### src/rtl/jellyvl_etherneco_synctimer_pkg.sv
// ---------------------------------------------------------------------------
// jellyvl_etherneco_synctimer_pkg
//
// Shared definitions for the EtherNeco sync-timer scheduler slice:
//   - t_state         : scheduler FSM state encoding
//   - FRAME_TYPE_SYNC : frame type code used for sync command frames
//   - t_time/t_period : default-width timer and period types
//   - sat_inc32       : saturating 32-bit increment used by the statistics
// ---------------------------------------------------------------------------
package jellyvl_etherneco_synctimer_pkg;

  localparam int unsigned DEFAULT_TIMER_WIDTH  = 64;
  localparam int unsigned DEFAULT_PERIOD_WIDTH = 32;

  localparam logic [7:0] FRAME_TYPE_SYNC = 8'h10;

  typedef logic [DEFAULT_TIMER_WIDTH-1:0]  t_time;
  typedef logic [DEFAULT_PERIOD_WIDTH-1:0] t_period;

  typedef enum logic [1:0] {
    ST_IDLE = 2'd0,
    ST_WAIT = 2'd1,
    ST_REQ  = 2'd2,
    ST_RESP = 2'd3
  } t_state;

  // Counters stick at all-ones instead of wrapping back to zero.
  function automatic logic [31:0] sat_inc32(input logic [31:0] value);
    return (value == 32'hFFFF_FFFF) ? value : value + 32'd1;
  endfunction

endpackage

### src/rtl/jellyvl_etherneco_synctimer_deadline.sv
// ---------------------------------------------------------------------------
// jellyvl_etherneco_synctimer_deadline
//
// Holds the next sync deadline and compares it against the local timer.
// The compare is done on the wrapped difference (current_time - deadline)
// interpreted as signed, so the scheduler keeps working across timer wrap.
//
// Ports:
//   clk, reset       : clock, asynchronous active-low reset
//   load, load_value : overwrite the deadline (takes priority over advance)
//   advance, period  : add one period to the deadline
//   current_time     : local timer value
//   deadline         : current deadline register
//   reached          : current_time is at or past the deadline
//   behind           : current_time is at least one full period past it
// ---------------------------------------------------------------------------
module jellyvl_etherneco_synctimer_deadline #(
  parameter int unsigned TIMER_WIDTH  = 64,
  parameter int unsigned PERIOD_WIDTH = 32
) (
  input  logic                    clk,
  input  logic                    reset,
  input  logic                    load,
  input  logic [TIMER_WIDTH-1:0]  load_value,
  input  logic                    advance,
  input  logic [PERIOD_WIDTH-1:0] period,
  input  logic [TIMER_WIDTH-1:0]  current_time,
  output logic [TIMER_WIDTH-1:0]  deadline,
  output logic                    reached,
  output logic                    behind
);

  logic [TIMER_WIDTH-1:0] deadline_q;
  logic [TIMER_WIDTH-1:0] deadline_d;
  logic [TIMER_WIDTH-1:0] diff;
  logic [TIMER_WIDTH-1:0] period_ext;

  assign period_ext = TIMER_WIDTH'(period);
  assign diff       = current_time - deadline_q;

  // A clear sign bit means the deadline has been reached. Once that holds,
  // diff is a plain non-negative magnitude and can be compared unsigned.
  assign reached  = ~diff[TIMER_WIDTH-1];
  assign behind   = reached && (diff >= period_ext);
  assign deadline = deadline_q;

  // Next deadline: a fresh load wins over a period advance.
  always_comb begin
    deadline_d = deadline_q;
    if (load) begin
      deadline_d = load_value;
    end else if (advance) begin
      deadline_d = deadline_q + period_ext;
    end
  end

  // Deadline register.
  always_ff @(posedge clk or negedge reset) begin
    if (!reset) begin
      deadline_q <= '0;
    end else begin
      deadline_q <= deadline_d;
    end
  end

endmodule

### src/rtl/jellyvl_etherneco_synctimer_scheduler.sv
// ---------------------------------------------------------------------------
// jellyvl_etherneco_synctimer_scheduler
//
// Master-side scheduler issuing periodic sync command frames on the
// EtherNeco ring. It waits for the local timer to reach the deadline and
// requests a frame. Then it waits for the matching response, retrying on
// error/timeout, and moves the deadline on by one period per frame.
//
// Optional statistics: define JELLYVL_SYNCTIMER_SCHED_STATS_EN to add the
// saturating counters stat_done/stat_fail/stat_skip/stat_retry.
//
// Ports:
//   clk, reset           : clock, asynchronous active-low reset
//   enable               : run; low drains the scheduler back to IDLE
//   current_time         : local timer
//   param_*              : start deadline, period, response timeout, retries
//   m_req_*              : frame request to the ring transmitter
//   res_rx_*             : response frame status from the ring receiver
//   busy                 : scheduler not idle
//   done_pulse/fail_pulse: one-cycle result strobes per frame
// ---------------------------------------------------------------------------
module jellyvl_etherneco_synctimer_scheduler
  import jellyvl_etherneco_synctimer_pkg::*;
#(
  parameter int unsigned TIMER_WIDTH   = 64,
  parameter int unsigned PERIOD_WIDTH  = 32,
  parameter int unsigned TIMEOUT_WIDTH = 16,
  parameter int unsigned RETRY_WIDTH   = 4,
  parameter logic [7:0]  SYNC_TYPE     = FRAME_TYPE_SYNC
) (
  input  logic                     clk,
  input  logic                     reset,
  input  logic                     enable,
  input  logic [TIMER_WIDTH-1:0]   current_time,
  input  logic [TIMER_WIDTH-1:0]   param_start,
  input  logic [PERIOD_WIDTH-1:0]  param_period,
  input  logic [TIMEOUT_WIDTH-1:0] param_timeout,
  input  logic [RETRY_WIDTH-1:0]   param_max_retry,
  output logic                     m_req_valid,
  input  logic                     m_req_ready,
  output logic [7:0]               m_req_type,
  output logic [7:0]               m_req_seq,
  output logic [TIMER_WIDTH-1:0]   m_req_time,
  input  logic                     res_rx_end,
  input  logic                     res_rx_error,
  input  logic [7:0]               res_rx_type,
  output logic                     busy,
  output logic                     done_pulse,
  output logic                     fail_pulse
`ifdef JELLYVL_SYNCTIMER_SCHED_STATS_EN
  ,
  output logic [31:0]              stat_done,
  output logic [31:0]              stat_fail,
  output logic [31:0]              stat_skip,
  output logic [31:0]              stat_retry
`endif
);

  t_state                   state_q,    state_d;
  logic [RETRY_WIDTH-1:0]   retry_q,    retry_d;
  logic [TIMEOUT_WIDTH-1:0] tmo_q,      tmo_d;
  logic [7:0]               seq_q,      seq_d;
  logic [TIMER_WIDTH-1:0]   req_time_q, req_time_d;
  logic                     valid_q,    valid_d;
  logic                     done_q,     done_d;
  logic                     fail_q,     fail_d;

  logic                     dl_load;
  logic                     dl_advance;
  logic [TIMER_WIDTH-1:0]   deadline;
  logic                     reached;
  logic                     behind;

  logic [PERIOD_WIDTH-1:0]  period_eff;
  logic [TIMEOUT_WIDTH-1:0] timeout_eff;
  logic                     handshake;
  logic                     resp_ok;
  logic                     failure;

  // Zero period or timeout would stall the scheduler, so both clamp to 1.
  assign period_eff  = (param_period  == '0) ? PERIOD_WIDTH'(1)  : param_period;
  assign timeout_eff = (param_timeout == '0) ? TIMEOUT_WIDTH'(1) : param_timeout;

  assign handshake = valid_q & m_req_ready;
  assign resp_ok   = res_rx_end & ~res_rx_error & (res_rx_type == SYNC_TYPE);

  // Any bad response fails the attempt. Without a response, the attempt
  // fails when the counter hits zero. A response in that same cycle wins.
  assign failure = res_rx_end ? ~resp_ok : (tmo_q <= TIMEOUT_WIDTH'(1));

  jellyvl_etherneco_synctimer_deadline #(
    .TIMER_WIDTH  (TIMER_WIDTH),
    .PERIOD_WIDTH (PERIOD_WIDTH)
  ) u_deadline (
    .clk          (clk),
    .reset        (reset),
    .load         (dl_load),
    .load_value   (param_start),
    .advance      (dl_advance),
    .period       (period_eff),
    .current_time (current_time),
    .deadline     (deadline),
    .reached      (reached),
    .behind       (behind)
  );

  // Scheduler FSM. REQ ignores enable until its handshake completes, so an
  // offered request is never withdrawn. Skipped slots only move the
  // deadline, one period per cycle, and never produce a frame.
  always_comb begin
    state_d    = state_q;
    retry_d    = retry_q;
    tmo_d      = tmo_q;
    seq_d      = seq_q;
    req_time_d = req_time_q;
    valid_d    = valid_q;
    done_d     = 1'b0;
    fail_d     = 1'b0;
    dl_load    = 1'b0;
    dl_advance = 1'b0;

    case (state_q)
      ST_IDLE: begin
        if (enable) begin
          dl_load = 1'b1;
          retry_d = '0;
          state_d = ST_WAIT;
        end
      end

      ST_WAIT: begin
        if (!enable) begin
          state_d = ST_IDLE;
        end else if (behind) begin
          dl_advance = 1'b1;
        end else if (reached) begin
          valid_d    = 1'b1;
          req_time_d = deadline;
          state_d    = ST_REQ;
        end
      end

      ST_REQ: begin
        if (handshake) begin
          valid_d = 1'b0;
          tmo_d   = timeout_eff;
          if (enable) begin
            state_d = ST_RESP;
          end else begin
            retry_d = '0;
            state_d = ST_IDLE;
          end
        end
      end

      ST_RESP: begin
        if (!enable) begin
          retry_d = '0;
          state_d = ST_IDLE;
        end else if (resp_ok) begin
          done_d     = 1'b1;
          seq_d      = seq_q + 8'd1;
          dl_advance = 1'b1;
          retry_d    = '0;
          state_d    = ST_WAIT;
        end else if (failure) begin
          if (retry_q < param_max_retry) begin
            // Re-send the identical frame: seq and time are left alone.
            retry_d = retry_q + RETRY_WIDTH'(1);
            valid_d = 1'b1;
            state_d = ST_REQ;
          end else begin
            fail_d     = 1'b1;
            seq_d      = seq_q + 8'd1;
            dl_advance = 1'b1;
            retry_d    = '0;
            state_d    = ST_WAIT;
          end
        end else begin
          tmo_d = tmo_q - TIMEOUT_WIDTH'(1);
        end
      end

      default: begin
        state_d = ST_IDLE;
      end
    endcase
  end

  // State and registered outputs.
  always_ff @(posedge clk or negedge reset) begin
    if (!reset) begin
      state_q    <= ST_IDLE;
      retry_q    <= '0;
      tmo_q      <= '0;
      seq_q      <= '0;
      req_time_q <= '0;
      valid_q    <= 1'b0;
      done_q     <= 1'b0;
      fail_q     <= 1'b0;
    end else begin
      state_q    <= state_d;
      retry_q    <= retry_d;
      tmo_q      <= tmo_d;
      seq_q      <= seq_d;
      req_time_q <= req_time_d;
      valid_q    <= valid_d;
      done_q     <= done_d;
      fail_q     <= fail_d;
    end
  end

  assign m_req_valid = valid_q;
  assign m_req_type  = SYNC_TYPE;
  assign m_req_seq   = seq_q;
  assign m_req_time  = req_time_q;
  assign busy        = (state_q != ST_IDLE);
  assign done_pulse  = done_q;
  assign fail_pulse  = fail_q;

`ifdef JELLYVL_SYNCTIMER_SCHED_STATS_EN
  logic [31:0] stat_done_q;
  logic [31:0] stat_fail_q;
  logic [31:0] stat_skip_q;
  logic [31:0] stat_retry_q;
  logic        skip_evt;
  logic        retry_evt;

  assign skip_evt  = (state_q == ST_WAIT) & enable & behind;
  assign retry_evt = (state_q == ST_RESP) & enable & ~resp_ok & failure &
                     (retry_q < param_max_retry);

  // Statistics restart with every new run (IDLE->WAIT).
  always_ff @(posedge clk or negedge reset) begin
    if (!reset) begin
      stat_done_q  <= '0;
      stat_fail_q  <= '0;
      stat_skip_q  <= '0;
      stat_retry_q <= '0;
    end else if (dl_load) begin
      stat_done_q  <= '0;
      stat_fail_q  <= '0;
      stat_skip_q  <= '0;
      stat_retry_q <= '0;
    end else begin
      if (done_d)    stat_done_q  <= sat_inc32(stat_done_q);
      if (fail_d)    stat_fail_q  <= sat_inc32(stat_fail_q);
      if (skip_evt)  stat_skip_q  <= sat_inc32(stat_skip_q);
      if (retry_evt) stat_retry_q <= sat_inc32(stat_retry_q);
    end
  end

  assign stat_done  = stat_done_q;
  assign stat_fail  = stat_fail_q;
  assign stat_skip  = stat_skip_q;
  assign stat_retry = stat_retry_q;
`endif

endmodule
### config.mk
export PLATFORM = sky130hd
export DESIGN_NAME = jellyvl_etherneco_synctimer_scheduler
export DESIGN_NICKNAME = d
export VERILOG_FILES = /design/src/rtl/jellyvl_etherneco_synctimer_pkg.sv /design/src/rtl/jellyvl_etherneco_synctimer_deadline.sv /design/src/rtl/jellyvl_etherneco_synctimer_scheduler.sv
export SDC_FILE = /design/constraint.sdc
export NUM_CORES = 1
export LEC_CHECK = 0
export ABC_CLOCK_PERIOD_IN_PS = 11900
export BUFFER_PORTS_ARGS = -buffer_cell sky130_fd_sc_hd__buf_2
export CORE_UTILIZATION = 45
export DETAILED_ROUTE_END_ITERATION = 6
export PLACE_DENSITY = 0.67
export SYNTH_ARGS = -nofsm -noshare
export SYNTH_HDL_FRONTEND = slang
export SYNTH_SLANG_ARGS = --single-unit
### constraint.sdc
create_clock -name clk -period 11.9 [get_ports clk]
set_input_delay 2.38 -clock clk [delete_from_list [all_inputs] [get_ports clk]]
set_output_delay 2.38 -clock clk [all_outputs]
set_load 0.005 [all_outputs]
==> results.json, run 1 <==
{
  "ios": 278,
  "power_w": 0.00387,
  "hold_start": "m_req_seq[7]$_DFFE_PN0P_",
  "synthArstFlopShare_pct": 100,
  "cap_violations": 0,
  "crit_path_start": "current_time[0]",
  "wl_mm": 56.8,
  "clkLatencyLatePin_ns": 0.45,
  "clock-sinks": 161,
  "setup_tns_ns": 0,
  "hpwl_mm": 46.0,
  "grt_usage_pct": 32.0,
  "grt_pass1_wl_mm": 86.7,
  "drive_gt1_share_pct": 18.6,
  "avgSynthCellArea_sq_um": 7.91,
  "whs_endpoint": "m_req_seq[7]$_DFFE_PN0P_",
  "critPathMaxFanout": 49,
  "seq_area_frac_synth_pct": 26.1,
  "vias": 15883,
  "antenna_found_initial": 8,
  "drtPass1Iterations": 6,
  "hp-class": "reg2reg",
  "synth_edf_count": 0,
  "setup_violations": 0,
  "r2r_cells": 27,
  "fin_cells": 2603,
  "hold_path_depth": 1,
  "leakagePower_nw": 8.45,
  "rsz0062_at_grt": "false",
  "slew_headroom_pct": 30.2,
  "syn_to_final_growth_pct": 13.2,
  "initial_core_util_pct": 45.9,
  "fin_worst_skew_ns": 0.0101,
  "yosysWarnings": 0,
  "synth.cell_area_sq_um": 15500,
  "die_h_um": 187,
  "finalCritPeriodShare_pct": 67.0,
  "cpMostUsedCell": "nor2_1",
  "ctsResizeCount": 0,
  "worst_pin_slew_ns": 1.04,
  "portBuffers": 269,
  "die_w_um": 187,
  "clk_pin_slew_ns": 0.06,
  "clock.fmax_ghz": 0.126,
  "drt_iter0_markers": 1454,
  "die-area_sq_um": 35100,
  "peakVddDrop_v": 0.000114,
  "grt_start_max_net_pins": 95,
  "crit_required_ns": 12.23,
  "htree_levels": 4,
  "postCtsHoldBufs": 0,
  "slowest_delay_ns": 0.71,
  "status": "finished, final reports clean",
  "syn_inst": 1955,
  "synth_flop_cell": "dfrtp_1",
  "power_density_nw_per_um2": 221,
  "clock-root-buffer": "clkbuf_16",
  "rr_startpoint": "u_deadline.deadline[0]$_DFFE_PN0P_",
  "synth.distinct_cells": 81,
  "reg2reg_to": "m_req_time[20]$_DFFE_PN0P_",
  "cts.path.max_buffers": 2,
  "drtAntennaViolNets": 0,
  "cts_buffers": 17,
  "critPathLaunchType": "input port",
  "synth_seq_cells": 161,
  "fin_crit_ns": 7.97,
  "gp_congestion": 1.05,
  "fin_nets": 2464,
  "core_area_sq_um": 33700,
  "finalHoldViolCount": 0,
  "r2r_slack_ns": 5.53,
  "crit_path_end_kind": "flip-flop",
  "crit_arrival_ns": 8.29,
  "grt_pass1_vias": 14690,
  "dp.cells": 2563,
  "grt-ovfl-total": 0,
  "crit_type": "in2reg",
  "drcViolationCount": 0,
  "cts_tree": "built",
  "rows": 67,
  "finalMaxSlewViolations": 0,
  "post-cts-setup-buffers": 0,
  "wl_per_cell_um": 21.8,
  "cpMaxStageDelayCell": "buf_4",
  "via_per_inst": 6.10
}
[cells in the final DEF (no fill, tap or decap), types with 9 or more instances in the layout]
| cell type | instances |
|---|---|
| inv_1 | 126 |
| o21ai_0 | 133 |
| nand2b_1 | 16 |
| a21o_1 | 54 |
| clkbuf_16 | 17 |
| o21a_1 | 14 |
| xor2_1 | 31 |
| buf_2 | 268 |
| nor2b_1 | 9 |
| o31ai_1 | 21 |
| nor4_1 | 31 |
| nand4_1 | 43 |
| o21ai_1 | 11 |
| nand2_1 | 183 |
| mux2_4 | 49 |
| or3_1 | 11 |
| diode_2 | 9 |
| nor2_1 | 167 |
| and2_1 | 10 |
| nand3_1 | 53 |
| nor3_1 | 45 |
| a21oi_1 | 199 |
| buf_4 | 9 |
| o22ai_1 | 17 |
| mux2_2 | 16 |
| a31oi_1 | 30 |
| dfrtp_1 | 161 |
| a211oi_1 | 33 |
| ha_1 | 134 |
| and3_1 | 9 |
| or2_2 | 11 |
| o21bai_1 | 19 |
| o211ai_1 | 11 |
| xnor2_1 | 43 |
| a22oi_1 | 9 |
[cell families after synthesis]
group | after synthesis | share of synthesized area [%]
compound gates | 635 | 25.9
flops | 161 | 26.1
simple gates | 624 | 19.3
fa+ha+maj | 136 | 11.1
xor+xnor | 74 | 4.19
buf+inv | 250 | 6.98
other cells | 2 | 0.0486
mux | 73 | 6.44
[worst max path at each step]
stage | depth (start not counted) | end
finish | 29 | m_req_time[20]$_DFFE_PN0P_
global route | 29 | m_req_time[20]$_DFFE_PN0P_
CTS | 29 | m_req_time[20]$_DFFE_PN0P_
detailed placement | 29 | m_req_time[23]$_DFFE_PN0P_
global placement | 29 | m_req_time[20]$_DFFE_PN0P_
floorplan | 29 | m_req_time[0]$_DFFE_PN0P_
[flip-flops by register name, indices dropped and copies added, names as in the netlist]
signal               flops
done_pulse               1
fail_pulse               1
m_req_seq                8
m_req_time              64
m_req_valid              1
retry_q                  4
state_q                  2
tmo_q                   16
u_deadline.deadline     64
[layout make-up]
type	count	area [sq um]
inverter	126	473
tap	448	561
antenna	9	22.5
clock inverter	11	155
multi-input combinational	1550	10400
timing repair buffer	278	1420
clock buffer	20	447
fill	3315	16200
sequential	161	4030
[power by group]
group,internal [W],switching [W]
clock,0.000336,0.000234
sequential,0.000639,0.000125
combinational,0.000915,0.00162
[cell usage after synthesis, types with 45 or more instances]
cell type    n  area, sq um
mux2_4      49          736
clkbuf_1    98          368
inv_1      126          473
nand2_1    184          691
nor3_1      45          225
a21oi_1    199          996
nand3_1     53          265
nor2_1     168          631
ha_1       134         1680
a21o_1      54          405
o21ai_0    133          666
dfrtp_1    161         4030
[critical path: cells and delay by family]
| kind | cells | cell delay (ns) |
|---|---|---|
| AND/OR/NAND/NOR | 15 | 2.41 |
| adder cells (fa/ha/maj) | 3 | 0.91 |
| buffers and inverters | 4 | 0.90 |
| AO/OA/AOI/OAI | 5 | 0.98 |
| multiplexers | 1 | 0.42 |
| XOR/XNOR | 1 | 0.17 |
[per-layer routing]
layer / vias to the layer above / GRT usage, % / wire length, um
li1: 7492 / - / -
met1: 7657 / 46.8 / 26500
met2: 665 / 48.0 / 24600
met3: 69 / 4.99 / 4410
met4: 0 / 9.55 / 1280
met5: - / 0 / 0
[stage by stage]
step	instance area, sq um	hold WS [ns]	util [%]	setup WS (ns)
6_report	17500	0.494	51.9	3.93
5_1_grt	17500	0.512	51.9	3.56
4_1_cts	17500	0.497	51.8	4.06
3_5_place_dp	16900	0.481	50.1	3.62
3_3_place_gp	16900	0.463	50.1	3.81
2_1_floorplan	15500	0.468	-	4.89
No activity file was read; power rests on OpenSTA's default activity.
==> run 2: changes to the inputs <==
ABC_AREA = 1   (was not set)
ABC_CLOCK_PERIOD_IN_PS = 8200   (was 11900)
PLACE_DENSITY = 0.66   (was 0.67)
clock period = 8.2 ns   (was 11.9 ns; I/O delays follow)
==> run 2 against run 1 <==
Compared with the run above:
- utilization up 0.13 points
- via count rose by 24%
- highest routed layer is now met5
- hold slack got worse by 0.023 ns
- die area grew 13%
- sequential power is 9.2% higher
- clock skew up 0.016 ns
- worst setup slack lost 1.8 ns
- critical path type unchanged
- area after synthesis grew 13%
==> results.json, run 2 <==
{
  "cts_tree": "built",
  "yosysTopAreaCellShare_pct": 23.1,
  "drive_gt1_share_pct": 11.4,
  "synthArstFlopShare_pct": 100,
  "gp_congestion": 1.02,
  "grt_start_max_net_pins": 101,
  "die_w_um": 199,
  "vias": 19631,
  "critPathMaxFanout": 91,
  "crit_arrival_ns": 6.43,
  "power_density_nw_per_um2": 137,
  "fin_worst_skew_ns": 0.0258,
  "synth.cell_area_sq_um": 17500,
  "cp.buffers_inverters": 5,
  "core_area_sq_um": 38000,
  "clock-sinks": 161,
  "slew_headroom_pct": 27.7,
  "clock.fmax_ghz": 0.164,
  "grt-ovfl-total": 0,
  "cpMaxStageDelayCell": "nand3_4",
  "leakagePower_nw": 11.5,
  "final_common_cell": "nand2_1",
  "final_util_pct": 52.0,
  "finalCritPeriodShare_pct": 74.2,
  "cpMostUsedCell": "nand2_1",
  "crit_path_end_kind": "flip-flop",
  "synth_seq_cells": 161,
  "hpwl_mm": 56.4,
  "grt_pass1_vias": 17670,
  "antenna_found_initial": 4,
  "syn_to_final_growth_pct": 12.9,
  "wl_per_cell_um": 18.3,
  "power_w": 0.00270,
  "hp-class": "reg2reg",
  "syn_inst": 2990,
  "netlist_top_cells_area": "nand2_1 23%, dfrtp_1 23%, inv_1 11%",
  "grt_usage_pct": 34.5,
  "regArea_sq_um": 4030,
  "drtAntennaViolNets": 0,
  "die_h_um": 199,
  "yosysMostFrequentCell": "nand2_1",
  "crit_required_ns": 8.54,
  "avgSynthCellArea_sq_um": 5.86,
  "critPathLaunchType": "input port",
  "crit_type": "in2reg",
  "seq_area_frac_synth_pct": 23.0,
  "cts.path.max_buffers": 2,
  "setup_violations": 0,
  "wl_mm": 68.1,
  "synthTopCellsByCount": "1077 x nand2_1, 530 x inv_1, 220 x nor2_1",
  "clk_pin_slew_ns": 0.07,
  "multiInputGateArea_sq_um": 11000,
  "via_per_inst": 5.27,
  "htree_levels": 4,
  "postCtsHoldBufs": 0,
  "finalMaxSlewViolations": 0,
  "post-cts-setup-buffers": 0,
  "finalHoldViolCount": 0,
  "fin_crit_ns": 6.09,
  "ctsResizeCount": 0,
  "cap_violations": 0,
  "peakVddDrop_v": 0.000130,
  "holdWs_ns": 0.471,
  "clkLatencyLatePin_ns": 0.50,
  "setup_tns_ns": 0,
  "synth.distinct_cells": 48,
  "slowest_delay_ns": 0.71,
  "cts_buffers": 17,
  "grt_pass1_wl_mm": 102,
  "synth_edf_count": 0,
  "ios": 278,
  "initial_core_util_pct": 46.1,
  "critPathTopFamily": "simple AND/OR/NAND/NOR gates",
  "yosys.area.top_type": "nand2_1",
  "fillers": 4099,
  "drcViolationCount": 0,
  "clock-root-buffer": "clkbuf_16",
  "yosysWarnings": 0,
  "portBuffers": 269,
  "die-area_sq_um": 39700,
  "fin_nets": 3528,
  "synth_flop_cell": "dfrtp_1",
  "drtPass1Iterations": 6,
  "worst_pin_slew_ns": 1.08,
  "rows": 71,
  "mostFrequentLayoutCells": "1077 x nand2_1, 529 x inv_1, 268 x buf_2",
  "rsz0062_at_grt": "false",
  "status": "finished, final reports clean",
  "drt_iter0_markers": 1773
}
## run 2: cell types whose count changed after synthesis, moves of 39 or more
cell	before	now
nor2_1	168	220
a21o_1	54	7
xnor2_1	43	4
a21oi_1	199	144
mux2_4	49	1
nand3_1	53	168
inv_1	126	530
nand2_1	184	1077
## run 2: kinds of logic (layout without fill, tap and decap cells)
logic type	after synthesis	in the layout	synth area share [%]
muxes	2	2	0.150
xor gates and xnor gates	59	59	2.95
adders and majority gates	136	136	9.79
and+or+nand+nor	1617	1617	38.2
AOI/OAI and AO/OA	378	378	11.6
DFF	161	161	23.0
other	2	12	0.0428
buffers and inverters	635	850	14.3
## run 2: worst paths after layout
kind | start | end | slack, ns | cells past startpoint
min reg2reg | m_req_seq[7]$_DFFE_PN0P_ | m_req_seq[7]$_DFFE_PN0P_ | 0.47 | 1
min in group asynchronous | reset | m_req_time[12]$_DFFE_PN0P_ | 1.17 | 1
max reg2reg | u_deadline.deadline[6]$_DFFE_PN0P_ | m_req_time[41]$_DFFE_PN0P_ | 2.82 | 27
max | current_time[0] | m_req_time[41]$_DFFE_PN0P_ | 2.11 | 28
max in group asynchronous | reset | m_req_time[58]$_DFFE_PN0P_ | 5.78 | 2
min | m_req_seq[7]$_DFFE_PN0P_ | m_req_seq[7]$_DFFE_PN0P_ | 0.47 | 1
## run 2: per-layer routing
layer	routed length [um]	vias to the layer above	GRT usage (%)
met5	10	-	0
met4	1390	2	9.41
met3	5390	67	5.70
met2	28800	766	50.3
met1	32400	9074	51.7
li1	-	9722	-
## run 2: final cells by class
class / instances / share of cell area, %
diodes: 4 / 0.0506
repair buffers: 275 / 7.06
clock buffers: 18 / 2.22
well taps: 511 / 3.23
multi-input cells: 2200 / 55.7
flip-flops and latches: 161 / 20.4
inverters: 543 / 10.3
clock inverters: 14 / 1.03
## run 2: where the power goes
part,switching (W),total (W),internal [W]
Sequential,0.0000218,0.000834,0.000812
Clock,0.000405,0.000908,0.000503
Combinational,0.000645,0.000960,0.000315
Total,0.00107,0.00270,0.00163
## run 2: per-stage QoR
step / setup WS (ns) / area (sq um) / instances
finish: 2.11 / 19800 / 3726
global route: 1.73 / 19800 / 3725
CTS: 2.27 / 19800 / 3722
detailed placement: 1.77 / 19100 / 3690
global placement: 1.82 / 19100 / 3690
floorplan: 3.28 / 17500 / 2996
